### src/rtl/dfi_gpio_bank_if.sv
// Register port bundle between the cpuif adapter and dfi_gpio_bank.
// One request per cycle, no stall; the response comes back on the next cycle.
interface dfi_gpio_bank_if;

   logic        req;
   logic        req_is_wr;
   logic [4:0]  addr;
   logic [31:0] wr_data;
   logic [31:0] wr_biten;
   logic        rd_ack;
   logic        rd_err;
   logic [31:0] rd_data;
   logic        wr_ack;
   logic        wr_err;

   modport master (
      output req,
      output req_is_wr,
      output addr,
      output wr_data,
      output wr_biten,
      input  rd_ack,
      input  rd_err,
      input  rd_data,
      input  wr_ack,
      input  wr_err
   );

   modport slave (
      input  req,
      input  req_is_wr,
      input  addr,
      input  wr_data,
      input  wr_biten,
      output rd_ack,
      output rd_err,
      output rd_data,
      output wr_ack,
      output wr_err
   );

endinterface

### src/rtl/dfi_gpio_bank.sv
// DFI sideband GPIO bank: synchronised inputs with sticky edge capture and a
// maskable level interrupt, plus registered outputs with level and pulse modes.
module dfi_gpio_bank #(
   parameter int unsigned       NumIn       = 4,
   parameter int unsigned       NumOut      = 4,
   parameter int unsigned       SyncStages  = 2,
   parameter int unsigned       PulseCycles = 16,
   parameter logic [NumOut-1:0] OutResetVal = '0
) (
   input  logic              clk_i,
   input  logic              rst_i,
   dfi_gpio_bank_if.slave    s_cpuif,
   input  logic [NumIn-1:0]  gpio_i,
   output logic [NumOut-1:0] gpio_o,
   output logic              irq_o
);

   localparam int unsigned CntW     = $clog2(PulseCycles + 1);
   localparam int unsigned PrimeLen = SyncStages + 1;
   localparam int unsigned PrimeW   = $clog2(PrimeLen + 1);

   // Word offsets (byte address bits [4:2])
   localparam logic [2:0] AddrInVal    = 3'd0;
   localparam logic [2:0] AddrInRise   = 3'd1;
   localparam logic [2:0] AddrInFall   = 3'd2;
   localparam logic [2:0] AddrIrqEn    = 3'd3;
   localparam logic [2:0] AddrOutVal   = 3'd4;
   localparam logic [2:0] AddrOutPulse = 3'd5;
   localparam logic [2:0] AddrOutSet   = 3'd6;
   localparam logic [2:0] AddrOutClr   = 3'd7;

   // ---------------------------------------------------------------------
   // Bus decode
   // ---------------------------------------------------------------------
   logic        wr_en;
   logic        rd_en;
   logic [2:0]  word;
   logic [31:0] wr_ones;   // bits written as 1 under the bit enable

   assign wr_en   = s_cpuif.req & s_cpuif.req_is_wr;
   assign rd_en   = s_cpuif.req & ~s_cpuif.req_is_wr;
   assign word    = s_cpuif.addr[4:2];
   assign wr_ones = s_cpuif.wr_data & s_cpuif.wr_biten;

   // Byte-lane bits and data above NumIn/NumOut carry no state
   logic unused_bus;
   assign unused_bus = ^{s_cpuif.addr[1:0], s_cpuif.wr_data, s_cpuif.wr_biten};

   // ---------------------------------------------------------------------
   // State
   // ---------------------------------------------------------------------
   logic [NumIn-1:0]  sync_q [SyncStages];
   logic [NumIn-1:0]  in_val;
   logic [NumIn-1:0]  in_prev_q;
   logic [PrimeW-1:0] prime_q;
   logic              capture;

   logic [NumIn-1:0]  rise_q, rise_d;
   logic [NumIn-1:0]  fall_q, fall_d;
   logic [NumIn-1:0]  rise_clr, fall_clr;
   logic [NumIn-1:0]  irq_en_q, irq_en_d;
   logic              irq_q, irq_d;

   logic [NumOut-1:0] out_val_q, out_val_d;
   logic [NumOut-1:0] pulse_start;
   logic [NumOut-1:0] pulse_act;
   logic [CntW-1:0]   cnt_q [NumOut];
   logic [CntW-1:0]   cnt_d [NumOut];
   logic [NumOut-1:0] gpio_q, gpio_d;

   logic              rd_ack_q, wr_ack_q;
   logic              rd_err_q, wr_err_q;
   logic              wr_err_d;
   logic [31:0]       rd_data_q, rd_data_d;

   assign in_val  = sync_q[SyncStages-1];
   assign capture = (prime_q == PrimeW'(PrimeLen));

   // Register writes and read mux; writes to IN_VAL error and touch nothing
   always_comb begin
      rise_clr    = '0;
      fall_clr    = '0;
      irq_en_d    = irq_en_q;
      out_val_d   = out_val_q;
      pulse_start = '0;
      wr_err_d    = 1'b0;
      rd_data_d   = '0;
      if (wr_en) begin
         unique case (word)
            AddrInVal:    wr_err_d = 1'b1;
            AddrInRise:   rise_clr = wr_ones[NumIn-1:0];
            AddrInFall:   fall_clr = wr_ones[NumIn-1:0];
            AddrIrqEn:    irq_en_d = (irq_en_q & ~s_cpuif.wr_biten[NumIn-1:0])
                                     | wr_ones[NumIn-1:0];
            AddrOutVal:   out_val_d = (out_val_q & ~s_cpuif.wr_biten[NumOut-1:0])
                                      | wr_ones[NumOut-1:0];
            AddrOutPulse: pulse_start = wr_ones[NumOut-1:0];
            AddrOutSet:   out_val_d = out_val_q | wr_ones[NumOut-1:0];
            AddrOutClr:   out_val_d = out_val_q & ~wr_ones[NumOut-1:0];
         endcase
      end
      if (rd_en) begin
         unique case (word)
            AddrInVal:    rd_data_d[NumIn-1:0]  = in_val;
            AddrInRise:   rd_data_d[NumIn-1:0]  = rise_q;
            AddrInFall:   rd_data_d[NumIn-1:0]  = fall_q;
            AddrIrqEn:    rd_data_d[NumIn-1:0]  = irq_en_q;
            AddrOutVal:   rd_data_d[NumOut-1:0] = gpio_q;
            AddrOutPulse: rd_data_d             = '0;
            AddrOutSet:   rd_data_d             = '0;
            AddrOutClr:   rd_data_d             = '0;
         endcase
      end
   end

   // Sticky edge capture; a hardware set beats a same-cycle W1C
   always_comb begin
      rise_d = rise_q & ~rise_clr;
      fall_d = fall_q & ~fall_clr;
      if (capture) begin
         rise_d = rise_d | (in_val & ~in_prev_q);
         fall_d = fall_d | (~in_val & in_prev_q);
      end
      irq_d = |(irq_en_q & (rise_q | fall_q));
   end

   // Pulse counters: load on write (reload extends), otherwise count down to 0
   always_comb begin
      for (int i = 0; i < int'(NumOut); i++) begin
         pulse_act[i] = (cnt_q[i] != '0);
         if (pulse_start[i]) begin
            cnt_d[i] = CntW'(PulseCycles);
         end else if (pulse_act[i]) begin
            cnt_d[i] = cnt_q[i] - CntW'(1);
         end else begin
            cnt_d[i] = cnt_q[i];
         end
      end
      gpio_d = out_val_q | pulse_act;
   end

   // Input synchroniser, edge reference and post-reset prime window
   always_ff @(posedge clk_i) begin
      if (rst_i) begin
         for (int s = 0; s < int'(SyncStages); s++) sync_q[s] <= '0;
         in_prev_q <= '0;
         prime_q   <= '0;
      end else begin
         sync_q[0] <= gpio_i;
         for (int s = 1; s < int'(SyncStages); s++) sync_q[s] <= sync_q[s-1];
         in_prev_q <= in_val;
         if (!capture) prime_q <= prime_q + PrimeW'(1);
      end
   end

   // Input-side registers: sticky status, enables and interrupt
   always_ff @(posedge clk_i) begin
      if (rst_i) begin
         rise_q   <= '0;
         fall_q   <= '0;
         irq_en_q <= '0;
         irq_q    <= 1'b0;
      end else begin
         rise_q   <= rise_d;
         fall_q   <= fall_d;
         irq_en_q <= irq_en_d;
         irq_q    <= irq_d;
      end
   end

   // Output-side registers: level register, pulse counters and driven pins
   always_ff @(posedge clk_i) begin
      if (rst_i) begin
         out_val_q <= OutResetVal;
         gpio_q    <= OutResetVal;
         for (int i = 0; i < int'(NumOut); i++) cnt_q[i] <= '0;
      end else begin
         out_val_q <= out_val_d;
         gpio_q    <= gpio_d;
         for (int i = 0; i < int'(NumOut); i++) cnt_q[i] <= cnt_d[i];
      end
   end

   // Single-cycle response one clock after each request
   always_ff @(posedge clk_i) begin
      if (rst_i) begin
         rd_ack_q  <= 1'b0;
         wr_ack_q  <= 1'b0;
         rd_err_q  <= 1'b0;
         wr_err_q  <= 1'b0;
         rd_data_q <= '0;
      end else begin
         rd_ack_q  <= rd_en;
         wr_ack_q  <= wr_en;
         // All eight word slots of the 5-bit space decode, so reads never error
         rd_err_q  <= 1'b0;
         wr_err_q  <= wr_err_d;
         rd_data_q <= rd_data_d;
      end
   end

   assign s_cpuif.rd_ack  = rd_ack_q;
   assign s_cpuif.rd_err  = rd_err_q;
   assign s_cpuif.rd_data = rd_data_q;
   assign s_cpuif.wr_ack  = wr_ack_q;
   assign s_cpuif.wr_err  = wr_err_q;
   assign gpio_o          = gpio_q;
   assign irq_o           = irq_q;

endmodule
### src/flat_wrapper.sv
// flat-port wrapper written by rule: the top's interface ports become plain ports
module dfi_gpio_bank_flat 
#(
   parameter int unsigned       NumIn       = 4,
   parameter int unsigned       NumOut      = 4,
   parameter int unsigned       SyncStages  = 2,
   parameter int unsigned       PulseCycles = 16,
   parameter logic [NumOut-1:0] OutResetVal = '0
)
  (clk_i, rst_i, gpio_i, gpio_o, irq_o, s_cpuif_req, s_cpuif_req_is_wr, s_cpuif_addr, s_cpuif_wr_data, s_cpuif_wr_biten, s_cpuif_rd_ack, s_cpuif_rd_err, s_cpuif_rd_data, s_cpuif_wr_ack, s_cpuif_wr_err);
  dfi_gpio_bank_if s_cpuif_i ();
  input  logic clk_i;
  input  logic rst_i;
  input  logic [NumIn-1:0] gpio_i;
  output logic [NumOut-1:0] gpio_o;
  output logic irq_o;
  input wire logic [$bits(s_cpuif_i.req)-1:0] s_cpuif_req;
  input wire logic [$bits(s_cpuif_i.req_is_wr)-1:0] s_cpuif_req_is_wr;
  input wire logic [$bits(s_cpuif_i.addr)-1:0] s_cpuif_addr;
  input wire logic [$bits(s_cpuif_i.wr_data)-1:0] s_cpuif_wr_data;
  input wire logic [$bits(s_cpuif_i.wr_biten)-1:0] s_cpuif_wr_biten;
  output wire logic [$bits(s_cpuif_i.rd_ack)-1:0] s_cpuif_rd_ack;
  output wire logic [$bits(s_cpuif_i.rd_err)-1:0] s_cpuif_rd_err;
  output wire logic [$bits(s_cpuif_i.rd_data)-1:0] s_cpuif_rd_data;
  output wire logic [$bits(s_cpuif_i.wr_ack)-1:0] s_cpuif_wr_ack;
  output wire logic [$bits(s_cpuif_i.wr_err)-1:0] s_cpuif_wr_err;
  assign s_cpuif_i.req = s_cpuif_req;
  assign s_cpuif_i.req_is_wr = s_cpuif_req_is_wr;
  assign s_cpuif_i.addr = s_cpuif_addr;
  assign s_cpuif_i.wr_data = s_cpuif_wr_data;
  assign s_cpuif_i.wr_biten = s_cpuif_wr_biten;
  assign s_cpuif_rd_ack = s_cpuif_i.rd_ack;
  assign s_cpuif_rd_err = s_cpuif_i.rd_err;
  assign s_cpuif_rd_data = s_cpuif_i.rd_data;
  assign s_cpuif_wr_ack = s_cpuif_i.wr_ack;
  assign s_cpuif_wr_err = s_cpuif_i.wr_err;
  dfi_gpio_bank #(.NumIn(NumIn), .NumOut(NumOut), .SyncStages(SyncStages), .PulseCycles(PulseCycles), .OutResetVal(OutResetVal)) u_core (.clk_i(clk_i), .rst_i(rst_i), .s_cpuif(s_cpuif_i), .gpio_i(gpio_i), .gpio_o(gpio_o), .irq_o(irq_o));
endmodule
### config.mk
export PLATFORM = sky130hd
export DESIGN_NAME = dfi_gpio_bank_flat
export DESIGN_NICKNAME = d
export VERILOG_FILES = /design/src/rtl/dfi_gpio_bank_if.sv /design/src/rtl/dfi_gpio_bank.sv /design/src/flat_wrapper.sv
export SDC_FILE = /design/constraint.sdc
export NUM_CORES = 1
export LEC_CHECK = 0
export ABC_AREA = 0
export BUFFER_PORTS_ARGS = -buffer_cell sky130_fd_sc_hd__buf_2
export CAP_MARGIN = 20
export CORE_ASPECT_RATIO = 0.5
export CORE_MARGIN = 2
export CORE_UTILIZATION = 48
export DETAILED_ROUTE_END_ITERATION = 8
export GPL_TIMING_DRIVEN = 0
export MAX_ROUTING_LAYER = met4
export PLACE_DENSITY = 0.8
export SLEW_MARGIN = 20
export SYNTH_ARGS = -nofsm -noshare
export SYNTH_HDL_FRONTEND = slang
export SYNTH_SLANG_ARGS = --single-unit
### constraint.sdc
create_clock -name clk_i -period 1.59 [get_ports clk_i]
set_clock_uncertainty 0.05 [all_clocks]
set_input_delay 0.159 -clock clk_i [delete_from_list [all_inputs] [get_ports clk_i]]
set_output_delay 0.159 -clock clk_i [all_outputs]
set_load 0.01 [all_outputs]
==> results.tsv <==
stage	metric	value	unit
setup_path	Crit-path slowest cell	or4b_4	
grt	GRT Residual Overflow	0	
logic_synthesis	EDFF count, synth	0	
timing	max-slew violations	0	
route	Via density	5.09	
die	site row count	19	
route	Routed WL	5.85	mm
place	IO Port Bufs	28	
timing	Min Clock Period, post-route	1.54	ns
grt	first-pass GRT wire length	9.80	mm
grt	largest net degree at the start of global routing	11	
timing	maximum clock frequency	648	MHz
grt	GRT Util Overall	0.202	
final_layout	final net count	447	
grt	GRT met3 Usage	0.0649	
final_layout	post-route insts no fill	441	
setup_path	data required time of the worst path	1.77	ns
setup_path	worst reg2reg startpoint	u_core.cnt_q[3][0]	
logic_synthesis	FF+latch count, synth	62	
grt	global routing's busiest layer	met2	
timing	setup violators final	0	
route	via count	2244	
logic_synthesis	Ys Warns	0	
cts	post-CTS setup repair buffer count	0	
die	core area	5560	µm²
cts	H-tree depth	3	
power	total leakage power	0.00152	µW
timing	Final TNS setup	0	ns
route	# DRC	0	
route	Post-DRT Antenna Nets	0	
grt	met2 Use GR	0.353	
cts	CTS sink cnt	62	
route	First DRT Iteration DRCs	96	
logic_synthesis	register area share after synthesis	0.444	
logic_synthesis	Synth top cells by count	dfxtp_1, buf_4, nor2_1	
setup_path	Critical Path Sink Type	flop	
setup_path	startpoint type of the worst setup path	flop	
setup_path	Worst Reg-to-Reg Cells	4	
grt	initial antenna violation count	0	
cts	CTS tree	done	
setup_path	r2r setup slk	0.05	ns
setup_path	Worst Setup Path Type	reg -> reg	
timing	unrepaired setup endpoints after global routing	no	
logic_synthesis	Post-Syn Area	2800	µm²
timing	ratio of final minimum period to clock period	0.971	
die	# IOs	118	
logic_synthesis	top-area cell type share of the netlist area	0.444	
setup_path	max incr delay on CP	0.51	ns
route	Initial DRT Pass Iterations	4	
logic_synthesis	Post-Syn Area per Cell	9.52	µm²
route	Routed wire per std cell	13.3	µm
power	Max IR drop VDD	0.640	mV
setup_path	crit-path cells	inv_1, ha_2, or4b_4, a211oi_1	
final_layout	layout cells sized above 1	0.277	
final_layout	area added between synthesis and finish	25.3	%
place	Inst Count DP	423	
grt	met1 usage	0.208	
final_layout	fin area	3510	µm²
setup_path	CP top delay family	simple AND/OR/NAND/NOR gates	
job	Max Cap Viol	0	
final_layout	# fillers	444	
die	die area	6490	µm²
logic_synthesis	biggest area consumer among synthesized cells	dfxtp_1	
power	Pwr per Cell Area	1520	nW/µm²
hold_path	hold path depth	3	
die	Initial Util	0.503	
outcome	outcome	finished, final reports clean	
place	final HPWL from detailed placement	4.31	mm
place	Post-DP Area	3130	µm²
grt	vias in the first global route	2231	
final_layout	antenna cells	0	
timing	Slew @ Worst Pin	0.589	ns
setup_path	Max FO, Critical Path	4	
cts	clk root buf	clkbuf_16	
setup_path	CP Depth	4	
die	Die Ht	58.0	µm
logic_synthesis	top cells by area in the synthesized netlist	dfxtp_1, buf_4, nor2_1, mux4_2, o21ai_0	
die	Die Width	112	µm
cts	deepest clock path buffer count	2	
setup_path	critical path capture point	u_core.cnt_q[3][1]	
logic_synthesis	async set-reset flop share out of synthesis	0	
cts	clock-pin slew on the worst setup and hold paths	0.05	ns
logic_synthesis	Synth cell types	36	
logic_synthesis	Main synth FF type	dfxtp_1	
timing	final hold violation count	0	
logic_synthesis	Cells after Synth	294	
setup_path	FF-to-FF End	u_core.cnt_q[3][1]	
setup_path	critical path arrival	1.73	ns
cts	Num CTS Buffers	9	
timing	worst rel slew slack	0.603	
logic_synthesis	cell with the most instances after synthesis	dfxtp_1	
hold_path	type of the most critical hold path	in -> reg	
place	RePlAce Congestion	0.832	
setup_path	crit path from	u_core.cnt_q[3][0]	
cts	worst skew pair latency	0.33	ns
setup_path	Buf+Inv Stages, Crit Path	1	
## report_power, final
group | switching, µW | internal, µW | total (µW)
logic | 719 | 751 | 1470
registers | 192 | 1790 | 1980
clock network | 625 | 1250 | 1870
## tightest hold or removal path: cells and delay by family
kind                   cells  cell delay (ns)
AOI/OAI and AO/OA          1             0.05
buffers and inverters      1             0.12
and+or+nand+nor            1             0.07
## flip-flops by register name, indices dropped and copies added (netlist names), 4 cells and up, named ones only
signal / count
u_core.cnt_q: 20
u_core.sync_q: 8
u_core.fall_q: 4
u_core.gpio_o: 4
u_core.in_prev_q: 4
u_core.out_val_q: 4
u_core.rise_q: 4
u_core.s_cpuif.rd_data: 4
## through the flow
step | hold WS, ns | power, µW | worst slack, ns | util
2_1_floorplan | 0.193 | 3040 | 0.214 | -
3_3_place_gp | 0.317 | 3230 | 0.152 | 0.563
3_5_place_dp | 0.322 | 3350 | 0.0640 | 0.563
4_1_cts | 0.0570 | 5260 | 0.0435 | 0.623
5_1_grt | 0.0766 | 5620 | 0.00338 | 0.630
6_report | 0.0658 | 5320 | 0.0462 | 0.630
## cell usage in the layout (no fill, tap or decap), drive strengths merged, types with 2 or more instances in the layout
master       count
or2              4
nand3b           9
nand4            8
a211oi           4
nor3            16
or3b             6
conb            29
inv             17
clkbuf          18
nor2b           12
a32o             4
mux4             4
nor2            26
or4b             4
xnor2            8
a31o             4
dlygate4sd3      4
a2bb2oi          4
a21oi           12
nor4b            5
buf             63
o2111ai          4
ha               5
o21ai           17
nor3b            2
and3             6
nand2b           5
dfxtp           62
## area by class of cell
class                           instances  area [µm²]  area share
Timing Repair Buffer                   32         180      0.0514
Sequential cell                        62        1240       0.354
Tap cell                               73        91.3      0.0261
Multi-Input combinational cell        204        1370       0.390
Clock buffer                           14         294      0.0839
Inverter                               17        63.8      0.0182
Buffer                                 39         268      0.0764
## worst min-delay path by stage
stage / from / end / slack (ns)
floorplan: s_cpuif_req_is_wr / u_core.s_cpuif.rd_ack / 0.19
global placement: gpio_i[0] / u_core.sync_q[0][0] / 0.32
detailed placement: gpio_i[0] / u_core.sync_q[0][0] / 0.32
CTS: s_cpuif_req_is_wr / u_core.s_cpuif.rd_ack / 0.06
global route: s_cpuif_wr_data[3] / flop / 0.08
finish: s_cpuif_wr_data[3] / flop / 0.07
## per-layer routing
metal  vias to the layer above  wire (µm)
li1                       1120          -
met1                      1030       2490
met2                        81       2840
met3                        13        407
met4                         0        112
met5                         -          0
## repair_timing
action,CTS,global route
setup endpoints to repair,0,8
endpoints found under the hold margin,4,0
resized for setup,0,10
hold buffers,4,0
## kinds of logic after synthesis
logic type,share of synthesized area
XOR/XNOR,0.0282
AND/OR/NAND/NOR,0.233
flip-flops,0.444
other,0.00134
AO/OA/AOI/OAI,0.118
buffers and inverters,0.119
multiplexers,0.0358
adder cells (fa/ha/maj),0.0224
(Power assumes the default switching activity.)
